**config.mk**
```make
export PLATFORM = sky130hd
export DESIGN_NAME = seg7_scan_driver_flat
export DESIGN_NICKNAME = d
export VERILOG_FILES = /design/src/rtl/seg7_pkg.sv /design/src/rtl/seg7_scan_driver_if.sv /design/src/rtl/hex_to_seg7.sv /design/src/rtl/seg7_scan_driver.sv /design/src/flat_wrapper.sv
export SDC_FILE = /design/constraint.sdc
export NUM_CORES = 1
export LEC_CHECK = 0
export ABC_AREA = 1
export BUFFER_PORTS_ARGS = -buffer_cell sky130_fd_sc_hd__clkbuf_2
export CAP_MARGIN = 20
export CORE_MARGIN = 2
export CORE_UTILIZATION = 30
export DETAILED_ROUTE_END_ITERATION = 6
export PLACE_DENSITY_LB_ADDON = 0.15
export REMOVE_ABC_BUFFERS = 1
export SYNTH_ARGS = -nofsm -noshare
export SYNTH_HDL_FRONTEND = slang
export SYNTH_SLANG_ARGS = --single-unit
export TNS_END_PERCENT = 50
```
**constraint.sdc**
```tcl
create_clock -name CLK -period 1.9 [get_ports CLK]
set_input_delay 0.285 -clock CLK [delete_from_list [all_inputs] [get_ports CLK]]
set_output_delay 0.285 -clock CLK [all_outputs]
set_load 0.005 [all_outputs]
```
**src/rtl/seg7_pkg.sv**
```systemverilog
// Shared constants and types for the seven-segment display blocks.
// Segment bytes are active-low {DP,G,F,E,D,C,B,A}.
package seg7_pkg;

    localparam logic [7:0] SEG_OFF   = 8'hFF;
    localparam logic [3:0] ANODE_OFF = 4'hF;

    localparam int unsigned SEG_DP = 7;
    localparam int unsigned SEG_G  = 6;
    localparam int unsigned SEG_F  = 5;
    localparam int unsigned SEG_E  = 4;
    localparam int unsigned SEG_D  = 3;
    localparam int unsigned SEG_C  = 2;
    localparam int unsigned SEG_B  = 1;
    localparam int unsigned SEG_A  = 0;

    // Active-low {G..A} glyphs for hex digits 0..F.
    localparam logic [6:0] HEX_PATTERNS [16] = '{
        7'h40, 7'h79, 7'h24, 7'h30, 7'h19, 7'h12, 7'h02, 7'h78,
        7'h00, 7'h10, 7'h08, 7'h03, 7'h46, 7'h21, 7'h06, 7'h0E
    };

    typedef struct packed {
        logic [15:0] value;
        logic [3:0]  dots;
        logic [3:0]  blank;
    } disp_t;

    typedef enum logic [1:0] {
        StDigit0,
        StDigit1,
        StDigit2,
        StDigit3
    } digit_e;

endpackage

```
**src/rtl/seg7_scan_driver_if.sv**
```systemverilog
// Load-side inputs and display-side outputs of the seven-segment scan driver.
// The master drives LOAD/VALUE/DOTS/BLANK; the driver is the slave.
interface seg7_scan_driver_if;

    logic        LOAD;
    logic [15:0] VALUE;
    logic [3:0]  DOTS;
    logic [3:0]  BLANK;
    logic [3:0]  SEG_SELECT;
    logic [7:0]  HEX_OUT;
    logic        FRAME_DONE;
    logic        PENDING;

    modport master (
        output LOAD, VALUE, DOTS, BLANK,
        input  SEG_SELECT, HEX_OUT, FRAME_DONE, PENDING
    );

    modport slave (
        input  LOAD, VALUE, DOTS, BLANK,
        output SEG_SELECT, HEX_OUT, FRAME_DONE, PENDING
    );

endinterface

```
**src/rtl/hex_to_seg7.sv**
```systemverilog
// Combinational hex nibble to active-low {G..A} segment decoder.
module hex_to_seg7
    import seg7_pkg::*;
(
    input  logic [3:0] digit_i,
    output logic [6:0] seg_o
);

    always_comb begin
        seg_o = HEX_PATTERNS[digit_i];
    end

endmodule

```
**src/rtl/seg7_scan_driver.sv**
```systemverilog
// Four-digit multiplexed seven-segment driver with frame-aligned value commit.
// Each digit slot is CLK_DIV cycles, the last of which blanks all anodes.
module seg7_scan_driver
    import seg7_pkg::*;
#(
    parameter int unsigned CLK_DIV   = 100000,
    parameter int unsigned CNT_WIDTH = $clog2(CLK_DIV)
) (
    input  logic              CLK,
    input  logic              RESETN,
    seg7_scan_driver_if.slave bus
);

    localparam logic [CNT_WIDTH-1:0] PRESC_MAX = CNT_WIDTH'(CLK_DIV - 1);

    logic [CNT_WIDTH-1:0] presc_q, presc_d;
    digit_e               idx_q, idx_d;
    disp_t                disp_q, disp_d;
    disp_t                pend_q, pend_d;
    logic                 pend_flag_q, pend_flag_d;
    logic [3:0]           sel_q, sel_d;
    logic [7:0]           hex_q, hex_d;
    logic                 fd_q, fd_d;

    disp_t      load_val;
    logic       tick;
    logic       boundary;
    logic [3:0] nibble;
    logic [6:0] seg_pat;

    assign load_val = {bus.VALUE, bus.DOTS, bus.BLANK};
    assign tick     = (presc_q == PRESC_MAX);
    assign boundary = tick && (idx_q == StDigit3);
    assign nibble   = disp_q.value[{idx_q, 2'b00} +: 4];

    hex_to_seg7 u_decode (
        .digit_i (nibble),
        .seg_o   (seg_pat)
    );

    always_comb begin
        idx_d = idx_q;
        if (tick) begin
            unique case (idx_q)
                StDigit0: idx_d = StDigit1;
                StDigit1: idx_d = StDigit2;
                StDigit2: idx_d = StDigit3;
                StDigit3: idx_d = StDigit0;
            endcase
        end
    end

    always_comb begin
        presc_d     = tick ? '0 : presc_q + CNT_WIDTH'(1);
        sel_d       = ANODE_OFF;
        hex_d       = SEG_OFF;
        fd_d        = boundary;
        disp_d      = disp_q;
        pend_d      = pend_q;
        pend_flag_d = pend_flag_q;

        // Outputs reflect the pre-edge slot; the tick cycle is a ghost-suppression blank.
        if (!tick) begin
            sel_d = ~(4'b0001 << idx_q);
            if (!disp_q.blank[idx_q]) begin
                hex_d[SEG_DP]      = ~disp_q.dots[idx_q];
                hex_d[SEG_G:SEG_A] = seg_pat;
            end
        end

        // A LOAD coinciding with the boundary bypasses the pending stage entirely.
        if (boundary) begin
            if (bus.LOAD) begin
                disp_d      = load_val;
                pend_flag_d = 1'b0;
            end else if (pend_flag_q) begin
                disp_d      = pend_q;
                pend_flag_d = 1'b0;
            end
        end else if (bus.LOAD) begin
            pend_d      = load_val;
            pend_flag_d = 1'b1;
        end
    end

    always_ff @(posedge CLK) begin
        if (!RESETN) begin
            presc_q     <= '0;
            idx_q       <= StDigit0;
            disp_q      <= '0;
            pend_q      <= '0;
            pend_flag_q <= 1'b0;
            sel_q       <= ANODE_OFF;
            hex_q       <= SEG_OFF;
            fd_q        <= 1'b0;
        end else begin
            presc_q     <= presc_d;
            idx_q       <= idx_d;
            disp_q      <= disp_d;
            pend_q      <= pend_d;
            pend_flag_q <= pend_flag_d;
            sel_q       <= sel_d;
            hex_q       <= hex_d;
            fd_q        <= fd_d;
        end
    end

    assign bus.SEG_SELECT = sel_q;
    assign bus.HEX_OUT    = hex_q;
    assign bus.FRAME_DONE = fd_q;
    assign bus.PENDING    = pend_flag_q;

endmodule

```
**src/flat_wrapper.sv**
```systemverilog
// flat-port wrapper written by rule: the top's interface ports become plain ports
module seg7_scan_driver_flat import seg7_pkg::*;
#(
    parameter int unsigned CLK_DIV   = 100000,
    parameter int unsigned CNT_WIDTH = $clog2(CLK_DIV)
)
  (CLK, RESETN, bus_LOAD, bus_VALUE, bus_DOTS, bus_BLANK, bus_SEG_SELECT, bus_HEX_OUT, bus_FRAME_DONE, bus_PENDING);
  seg7_scan_driver_if bus_i ();
  input  logic CLK;
  input  logic RESETN;
  input wire logic [$bits(bus_i.LOAD)-1:0] bus_LOAD;
  input wire logic [$bits(bus_i.VALUE)-1:0] bus_VALUE;
  input wire logic [$bits(bus_i.DOTS)-1:0] bus_DOTS;
  input wire logic [$bits(bus_i.BLANK)-1:0] bus_BLANK;
  output wire logic [$bits(bus_i.SEG_SELECT)-1:0] bus_SEG_SELECT;
  output wire logic [$bits(bus_i.HEX_OUT)-1:0] bus_HEX_OUT;
  output wire logic [$bits(bus_i.FRAME_DONE)-1:0] bus_FRAME_DONE;
  output wire logic [$bits(bus_i.PENDING)-1:0] bus_PENDING;
  assign bus_i.LOAD = bus_LOAD;
  assign bus_i.VALUE = bus_VALUE;
  assign bus_i.DOTS = bus_DOTS;
  assign bus_i.BLANK = bus_BLANK;
  assign bus_SEG_SELECT = bus_i.SEG_SELECT;
  assign bus_HEX_OUT = bus_i.HEX_OUT;
  assign bus_FRAME_DONE = bus_i.FRAME_DONE;
  assign bus_PENDING = bus_i.PENDING;
  seg7_scan_driver #(.CLK_DIV(CLK_DIV), .CNT_WIDTH(CNT_WIDTH)) u_core (.CLK(CLK), .RESETN(RESETN), .bus(bus_i));
endmodule
```
==> results of run 1 <==
==> state kept, by name, summed over array words and instances, names as in the netlist <==
| register | cells |
|---|---|
| u_core.bus.PENDING | 1 |
| u_core.bus.HEX_OUT | 8 |
| u_core.presc_q | 17 |
| u_core.disp_q | 24 |
| u_core.bus.FRAME_DONE | 1 |
| u_core.idx_q | 2 |
| u_core.bus.SEG_SELECT | 4 |
| u_core.pend_q | 24 |
==> stage by stage <==
step	setup WS [ns]	instance area, um2	power (mW)	util, %
2_1_floorplan	-0.656	4080	1.95	-
3_3_place_gp	0.191	4650	2.07	33.5
3_5_place_dp	0.138	4650	2.08	33.5
4_1_cts	0.121	4930	3.80	35.5
5_1_grt	0.0261	4990	3.92	36.0
6_report	0.159	4990	3.74	36.0
==> tightest hold or removal path, cell delays in order <==
cell      delay (ns)
clkbuf_2        0.09
inv_1           0.04
nand3_1         0.07
nand2_1         0.05
nor2_1          0.03
==> cell families (layout without fill, tap and decap cells) <==
family / after synthesis / after routing / share of synthesized area, %
buffers and inverters: 131 / 172 / 12.7
multiplexers: 24 / 24 / 5.65
flip-flops: 81 / 81 / 38.2
AND/OR/NAND/NOR: 303 / 303 / 30.7
AO/OA/AOI/OAI: 59 / 59 / 7.83
XOR/XNOR: 7 / 7 / 1.44
adder cells (fa/ha/maj): 12 / 12 / 3.53
==> layout by cell type, fill, tap and decap left out, types with 10 or more instances in the layout <==
cell type / Yosys / final
a21oi_1: 30 / 30
ha_1: 12 / 12
mux2i_1: 24 / 24
dfxtp_1: 81 / 79
nand3_1: 41 / 40
buf_4: 5 / 16
nor2_1: 83 / 82
clkbuf_2: 0 / 39
nand4_1: 29 / 29
clkbuf_16: 0 / 10
inv_1: 93 / 93
nand2_1: 136 / 136
o21ai_0: 18 / 18
==> metal layers <==
metal | GRT usage [%] | part of all wire, % | wire length (um) | vias up
met3 | 4.01 | 3.9 | 375 | 8
met2 | 20.7 | 43 | 4120 | 54
met1 | 17.6 | 52 | 5030 | 1640
met4 | 5.82 | 1.6 | 150 | 0
li1 | - | - | - | 2008
met5 | 0 | 0 | 0 | -
==> power breakdown <==
part	internal, mW	leakage, nW	total [mW]	switching, mW
Clock	1.00	0.137	1.70	0.699
Combinational	0.112	1.51	0.265	0.153
Sequential	1.75	0.663	1.77	0.0242
Total	2.86	2.31	3.74	0.877
==> worst paths after layout <==
kind | start | slack, ns | to | cells past startpoint
max | u_core.presc_q[0] | 0.16 | u_core.pend_q[3] | 9
min | bus_VALUE[1] | 0.27 | u_core.pend_q[9] | 5
max reg2reg | u_core.presc_q[0] | 0.16 | u_core.pend_q[3] | 9
min reg2reg | u_core.presc_q[0] | 0.45 | u_core.presc_q[0] | 1
==> final cells by class <==
class	instances	area, um2
flip-flops and latches	81	1620
inverters	98	368
repair buffers	59	377
clock inverters	6	60.1
multi-input cells	405	2110
fillers	1513	8890
clock buffers	9	225
well taps	180	225
==> repair_timing <==
item | CTS | global route
resized for setup | 0 | 7
setup endpoints to repair | 0 | 21
hold endpoints to repair | 0 | 0
setup buffers | 0 | 1
==> impl_metrics.tcl, run 1 <==
set metrics [dict create \
    yosys-top-cells-count "nand2_1 (136), inv_1 (93), nor2_1 (83)" \
    wl_per_cell_um 11.5 \
    synth_area_um2 4250 \
    ys_types 27 \
    fp-row-count 43 \
    rsz0062_at_grt "false" \
    synth_edf_count 0 \
    async_flop_share_pct 0 \
    fin_skew_ns 0.00831 \
    cts_tree "done" \
    fin_cells 838 \
    worstPathMaxFanout 19 \
    end_kind "flip-flop" \
    drc 0 \
    seq_area_frac_synth_pct 38.2 \
    synth_most_common_cell "nand2_1" \
    synth_area_leader_cell "dfxtp_1" \
    grt_max_degree 52 \
    cts.hold.buffers_added 0 \
    whs_ns 0.271 \
    slowest_stage "dfxtp_1" \
    clk_pin_slew_ns 0.06 \
    dieArea_um2 15100 \
    grt_pass1_vias 3420 \
    ant_nets 0 \
    worst_pin_slew_ns 0.547 \
    syn_to_final_growth_pct 17.5 \
    path_common_cell "nor2_4" \
    yosysWarnings 0 \
    final_layout_size_suffix_gt1_share_pct 15.2 \
    cpPeakStageDelay_ns 0.35 \
    grt.overflow.total 0 \
    hold_viol 0 \
    die_y_um 123 \
    path_buf_inv 1 \
    cts_root_buf "clkbuf_16" \
    hold_class "input pin to flip-flop" \
    antenna_found_initial 0 \
    clockBufferDepth 2 \
    cp-start-kind "flip-flop" \
    power_density_nw_per_um2 749 \
    core-area_um2 13900 \
    grt_pass1_wl_um 16000 \
    start_util_pct 30.6 \
    irDropWorstVdd_uv 397 \
    worstPathRequired_ns 2.13 \
    cp.arrival_ns 1.97 \
    tns_ns 0 \
    synth_ff_type "dfxtp_1" \
    maxSlewHeadroom_pct 63.5 \
    max_freq_mhz 574 \
    drv_cap 0 \
    cp_cell_sequence "ha_1, nand2_2, nor2_4, nand3_2, nor2_4, nand3_4, clkbuf_16, a21oi_1, nor2_1" \
    die_x_um 123 \
    worstSkewPairLatency_ns 0.34 \
    diodes 0 \
    cts_buffers 9 \
    dp.cells 821 \
    clock-sinks 81 \
    post-dp-hpwl_um 6640 \
    nNetsFinal 693 \
    slew_viol_final 0 \
    grt.total_usage_pct 13.5 \
    num_vias 3710 \
    ys_top_cells_by_area "dfxtp_1 (38%), nand2_1 (12%), inv_1 (8.2%)" \
    synthCells 617 \
    synth_top_cell_area_share_pct 38.2 \
    finalWirelength_um 9670 \
    gp_congestion 0.807 \
    status "finished, final reports clean" \
    htree_levels 3 \
    syn_area_per_cell_um2 6.89 \
    leakage_nw 2.31 \
    worst-setup-path-type "flip-flop to flip-flop" \
    critical-path-top-delay-family "simple AND/OR/NAND/NOR gates" \
    period_share_pct 91.7 \
    drtIter0Drc 176 \
    ys_seq_elements 81 \
    ioPinCount 41 \
    fin_crit_ns 1.74 \
    vias_per_cell 4.43 \
    setup_viol 0 \
    io_buffers 40 \
    firstDrtPassIters 4 \
]
No activity file was read; power rests on OpenSTA's default activity.
==> run 2, diff against run 1 <==
==> constraint.sdc (replaced) <==
create_clock -name CLK -period 1.98 [get_ports CLK]
set_input_delay 0.297 -clock CLK [delete_from_list [all_inputs] [get_ports CLK]]
set_output_delay 0.297 -clock CLK [all_outputs]
set_load 0.005 [all_outputs]
==> run 2 against run 1 <==
Effect of this change: clock power is essentially flat; die area is the same; sequential cell count is the same; sequential power shrank 4%; hold slack gained 0.0049 ns; clock skew shrank 0.0020 ns; first-iteration DRC count grew 61%; design area shrank 0.93%; register-to-register slack gained 0.08 ns; critical path depth shrank 1; global-route usage shrank 0.18 points; largest cell class unchanged; highest routed layer unchanged.
==> impl_metrics.tcl, run 2 (same netlist as run 1, synthesis figures left out) <==
set metrics [dict create \
    status "finished, final reports clean" \
    htree_levels 3 \
    die_x_um 123 \
    cts_buffers 9 \
    grt_max_degree 52 \
    firstDrtPassIters 5 \
    worstSkewPairLatency_ns 0.34 \
    grt.overflow.total 0 \
    critical-path-top-delay-family "simple AND/OR/NAND/NOR gates" \
    core-area_um2 13900 \
    final_layout_size_suffix_gt1_share_pct 14.6 \
    power_density_nw_per_um2 738 \
    reg2reg_depth 8 \
    rsz0062_at_grt "false" \
    reg2reg_to "u_core.bus.HEX_OUT[4]" \
    grt_pass1_wl_um 16000 \
    path_buf_inv 1 \
    largest_registers "u_core.disp_q (24), u_core.pend_q (24), u_core.presc_q (17)" \
    vias_per_cell 4.39 \
    cp-start-kind "flip-flop" \
    fp-row-count 43 \
    final_cell_mix "nand2_1 (136), inv_1 (93), nor2_1 (82)" \
    slowest_stage "dfxtp_1" \
    finalWirelength_um 9230 \
    syn_to_final_growth_pct 16.4 \
    seq_power_share_pct 46.6 \
    rrSetupSlack_ns 0.24 \
    antenna_found_initial 0 \
    drtIter0Drc 284 \
    maxSlewHeadroom_pct 62.8 \
    die_y_um 123 \
    setup_viol 0 \
    fin_skew_ns 0.00629 \
    worst_pin_slew_ns 0.558 \
    clk_pin_slew_ns 0.06 \
    gp_congestion 0.834 \
    drc 0 \
    post-dp-hpwl_um 6560 \
    ioPinCount 41 \
    hold_path_depth 5 \
    swShare_pct 23.4 \
    end_kind "flip-flop" \
    irDropWorstVdd_uv 349 \
    io_buffers 40 \
    ant_nets 0 \
    hold_class "input pin to flip-flop" \
    cpPeakStageDelay_ns 0.53 \
    cts_tree "done" \
    leakage_nw 2.29 \
    place_area_um2 4640 \
    path_common_cell "nand2_1" \
    report.power.total_mw 3.65 \
    cp_cell_sequence "o211ai_1, nand2_1, inv_1, ha_1, or2_2, nand3_1, nand2_1, nand2_1" \
    cp.arrival_ns 2.02 \
    nNetsFinal 690 \
    diodes 0 \
    cts_root_buf "clkbuf_16" \
    min_from "bus_BLANK[3]" \
    final_common_cell "nand2_1" \
    drv_cap 0 \
    p_switching_uw 853 \
    worstPathMaxFanout 11 \
    max_freq_mhz 576 \
    clock-sinks 81 \
    slew_viol_final 0 \
    fin_area_um2 4950 \
    hold_viol 0 \
    cts.hold.buffers_added 0 \
    clockBufferDepth 2 \
    fin_crit_ns 1.74 \
    pwr-share-clk_pct 46.5 \
    start_util_pct 30.6 \
    grt.total_usage_pct 13.3 \
    period_share_pct 87.7 \
    hold_end "u_core.pend_q[3]" \
    grt_pass1_vias 3376 \
    worstPathRequired_ns 2.27 \
    comb_power_share_pct 6.9 \
    timing.rr.start "u_core.idx_q[1]" \
    num_vias 3670 \
    intPower_mw 2.80 \
    dieArea_um2 15100 \
    fillers 1498 \
    worst-setup-path-type "flip-flop to flip-flop" \
    wl_per_cell_um 11.0 \
]
==> run 2: changes by cell type in the layout (fill, tap and decap cells not counted), sizes merged <==
cell  delta
buf      -2
==> run 2: final cells by class <==
cell class                 instances  area [um2]  share of cell area [%]
tap                              180         225                    4.55
inverter                          98         368                    7.44
clock inverter                     6        67.6                    1.37
sequential                        81        1620                    32.8
multi-input combinational        405        2090                    42.3
clock buffer                      10         239                    4.83
timing repair buffer              56         333                    6.73
==> run 2: worst max path at each step <==
| stage | start | to | slack, ns | cells past startpoint |
|---|---|---|---|---|
| 2_1_floorplan | u_core.idx_q[0] | u_core.pend_q[10] | -0.58 | 4 |
| 3_3_place_gp | u_core.idx_q[0] | u_core.bus.HEX_OUT[4] | 0.24 | 8 |
| 3_5_place_dp | u_core.idx_q[0] | u_core.bus.HEX_OUT[3] | 0.17 | 10 |
| 4_1_cts | u_core.idx_q[0] | u_core.bus.HEX_OUT[5] | 0.16 | 10 |
| 5_1_grt | u_core.presc_q[0] | u_core.disp_q[19] | 0.002 | 9 |
| 6_report | u_core.idx_q[1] | u_core.bus.HEX_OUT[4] | 0.24 | 8 |
==> run 2: repair_timing <==
item / CTS / global route
setup endpoints to repair: 0 / 2
setup buffers: 0 / 0
gates resized for setup: 0 / 1
==> run 2: routing by layer <==
metal / GRT usage [%] / up-vias / wire, um
li1: - / 2004 / -
met1: 17.6 / 1592 / 4610
met2: 21.2 / 66 / 4080
met3: 3.60 / 8 / 433
met4: 4.05 / 0 / 108
met5: 0 / - / 0
==> run 2: tightest hold or removal path, delay by kind of cell <==
family        cells  cell delay, ns
simple gates      3            0.14
buf+inv           2            0.13
==> run 2: metrics by stage <==
step / setup WS [ns] / hold slack (ns) / utilization [%] / cells / setup TNS [ns]
finish: 0.243 / 0.276 / 35.6 / 836 / 0
global route: 0.00164 / 0.295 / 35.6 / 836 / 0
CTS: 0.161 / 0.259 / 35.6 / 836 / 0
global placement: 0.236 / 0.430 / 33.4 / 820 / 0
floorplan: -0.576 / 0.418 / - / 584 / -25.44
detailed placement: 0.169 / 0.453 / 33.4 / 820 / 0
==> run 2: power by group through the flow <==
stage	Combinational [mW]	Sequential (mW)	Clock, mW
after floorplan	0.139	1.73	0
after global placement	0.251	1.74	0
after detailed placement	0.256	1.74	0
after CTS	0.257	1.70	1.77
after global routing	0.292	1.71	1.82
final	0.252	1.70	1.70
==> run 3, diff against run 2 <==
--- a/config.mk
+++ b/config.mk
@@ -6,12 +6,14 @@
 export NUM_CORES = 1
 export LEC_CHECK = 0
 export ABC_AREA = 1
-export BUFFER_PORTS_ARGS = -buffer_cell sky130_fd_sc_hd__clkbuf_2
+export BUFFER_PORTS_ARGS = -buffer_cell sky130_fd_sc_hd__buf_4
 export CAP_MARGIN = 20
 export CORE_MARGIN = 2
 export CORE_UTILIZATION = 30
 export DETAILED_ROUTE_END_ITERATION = 6
+export GPL_ROUTABILITY_DRIVEN = 0
 export PLACE_DENSITY_LB_ADDON = 0.15
+export RECOVER_POWER = 25
 export REMOVE_ABC_BUFFERS = 1
 export SYNTH_ARGS = -nofsm -noshare
 export SYNTH_HDL_FRONTEND = slang
==> run 3 against run 2 <==
Effect of this change: final cell count fell by 0.60%; design area rose by 1.4%; first-iteration DRC count fell by 27%; die area did not move; critical path type unchanged; global-route usage rose by 0.056 points; clock-buffer cell count did not move; hold slack got worse by 0.030 ns; critical path depth rose by 2; utilization rose by 0.50 points.
==> impl_metrics.tcl, run 3 (same netlist as run 1, synthesis figures left out) <==
set metrics [dict create \
    status "finished, final reports clean" \
    start_util_pct 30.6 \
    fin_skew_ns 0.00678 \
    core-area_um2 13900 \
    drtIter0Drc 207 \
    finalWirelength_um 9430 \
    pwr-share-clk_pct 46.7 \
    worst_pin_slew_ns 0.537 \
    comb_power_share_pct 7.2 \
    cts_root_buf "clkbuf_16" \
    diodes 0 \
    dieArea_um2 15100 \
    fillers 1486 \
    cp-start-kind "flip-flop" \
    fp-row-count 43 \
    vias_per_cell 4.41 \
    slew_viol_final 0 \
    reg2reg_depth 10 \
    multi_input_area_um2 2090 \
    die_y_um 123 \
    clockBufferDepth 2 \
    path_buf_inv 2 \
    hold_class "input pin to flip-flop" \
    p_switching_uw 878 \
    nNetsFinal 685 \
    dp.cells 815 \
    cp_cell_sequence "ha_1, nand2_2, nor2_4, nand3_1, nor2_2, nand4_2, buf_12, nand2_1, inv_1, nor2_1" \
    htree_levels 3 \
    wl_per_cell_um 11.4 \
    final_layout_size_suffix_gt1_share_pct 13.4 \
    ant_nets 0 \
    maxSlewHeadroom_pct 64.2 \
    final_cell_mix "nand2_1 (136), inv_1 (93), nor2_1 (83)" \
    setup_viol 0 \
    die_x_um 123 \
    grt.total_usage_pct 13.4 \
    end_kind "flip-flop" \
    grt_max_degree 73 \
    power_density_nw_per_um2 736 \
    max_freq_mhz 565 \
    largest_registers "u_core.disp_q (24), u_core.pend_q (24), u_core.presc_q (17)" \
    num_vias 3663 \
    cts_tree "done" \
    syn_to_final_growth_pct 18.0 \
    cts_buffers 9 \
    grt_pass1_vias 3380 \
    worst-setup-path-type "flip-flop to flip-flop" \
    rrSetupSlack_ns 0.21 \
    leakage_nw 2.30 \
    post-cts-setup-buffers 0 \
    worstPathMaxFanout 18 \
    drv_cap 0 \
    worstPathRequired_ns 2.26 \
    tns_ns 0 \
    hold_viol 0 \
    fin_cells 831 \
    post-dp-hpwl_um 6510 \
    firstDrtPassIters 5 \
    grt.overflow.total 0 \
    period_share_pct 89.4 \
    seq_area_um2 1620 \
    seq_power_share_pct 46.1 \
    io_buffers 40 \
    fin_crit_ns 1.77 \
    grt_pass1_wl_um 15900 \
    slowest_stage "dfxtp_1" \
    rsz0062_at_grt "false" \
    clk_pin_slew_ns 0.06 \
    cp.arrival_ns 2.05 \
    hold_path_depth 3 \
    antenna_found_initial 0 \
    swShare_pct 23.8 \
    clock-sinks 81 \
    drc 0 \
    irDropWorstVdd_uv 459 \
    cpPeakStageDelay_ns 0.36 \
    worstSkewPairLatency_ns 0.35 \
    intPower_mw 2.81 \
    cp.depth 10 \
    ioPinCount 41 \
    final_common_cell "nand2_1" \
    critical-path-top-delay-family "simple AND/OR/NAND/NOR gates" \
]
==> run 3: changes by cell type in the layout (fill, tap and decap cells not counted) <==
cell	delta
buf_12	+2
nor2_1	+1
inv_6	+1
clkinvlp_4	-2
clkbuf_2	-39
dfxtp_2	+1
buf_4	+19
clkbuf_4	+10
clkbuf_1	+4
buf_2	-1
nor2_2	-1
dfxtp_1	-1
clkinv_2	+1
==> run 3: per-layer routing <==
| layer | GRT usage [%] | wire length [um] | up-vias |
|---|---|---|---|
| li1 | - | - | 1987 |
| met1 | 17.2 | 4830 | 1607 |
| met2 | 21.2 | 4040 | 56 |
| met3 | 3.37 | 377 | 13 |
| met4 | 5.97 | 186 | 0 |
| met5 | 0 | 0 | - |
==> run 3: power groups by stage <==
stage	logic [mW]	registers, mW	clock network [mW]
6_report	0.265	1.70	1.73
5_1_grt	0.305	1.71	1.85
4_1_cts	0.274	1.70	1.79
3_5_place_dp	0.274	1.74	0
3_3_place_gp	0.268	1.74	0
2_1_floorplan	0.139	1.73	0
==> run 3: final cells by class <==
cell class	count	share of cell area (%)
tap	180	4.49
clock buffer	10	4.76
timing repair buffer	51	8.08
sequential	81	32.4
inverter	98	7.33
multi-input combinational	405	41.6
clock inverter	6	1.32
==> run 3: path summary, 6_finish.rpt <==
check | startpoint | to
worst max-delay path | u_core.presc_q[0] | u_core.disp_q[9]
worst min-delay path | bus_LOAD | u_core.bus.PENDING
worst max register to register | u_core.presc_q[0] | u_core.disp_q[9]
worst min register to register | u_core.presc_q[0] | u_core.presc_q[0]
==> run 3: metrics by stage <==
| step | instance area, um2 | utilization, % | setup slack, ns | power (mW) | hold WS [ns] |
|---|---|---|---|---|---|
| after floorplan | 4080 | - | -0.576 | 1.87 | 0.418 |
| after global placement | 4730 | 34.1 | 0.191 | 2.00 | 0.429 |
| after detailed placement | 4730 | 34.1 | 0.110 | 2.01 | 0.451 |
| after CTS | 5030 | 36.3 | 0.101 | 3.77 | 0.247 |
| after global routing | 5020 | 36.1 | 0.00461 | 3.86 | 0.272 |
| final | 5020 | 36.1 | 0.210 | 3.69 | 0.246 |
==> run 3: repair_timing <==
action,4_1_cts,5_1_grt
hold buffers,0,0
resized for setup,0,2
endpoints found under the setup margin,0,18
==> run 3: worst min-delay path: cells and delay by family <==
| kind | cells | cell delay [ns] |
|---|---|---|
| AND/OR/NAND/NOR | 2 | 0.15 |
| buffers and inverters | 1 | 0.11 |
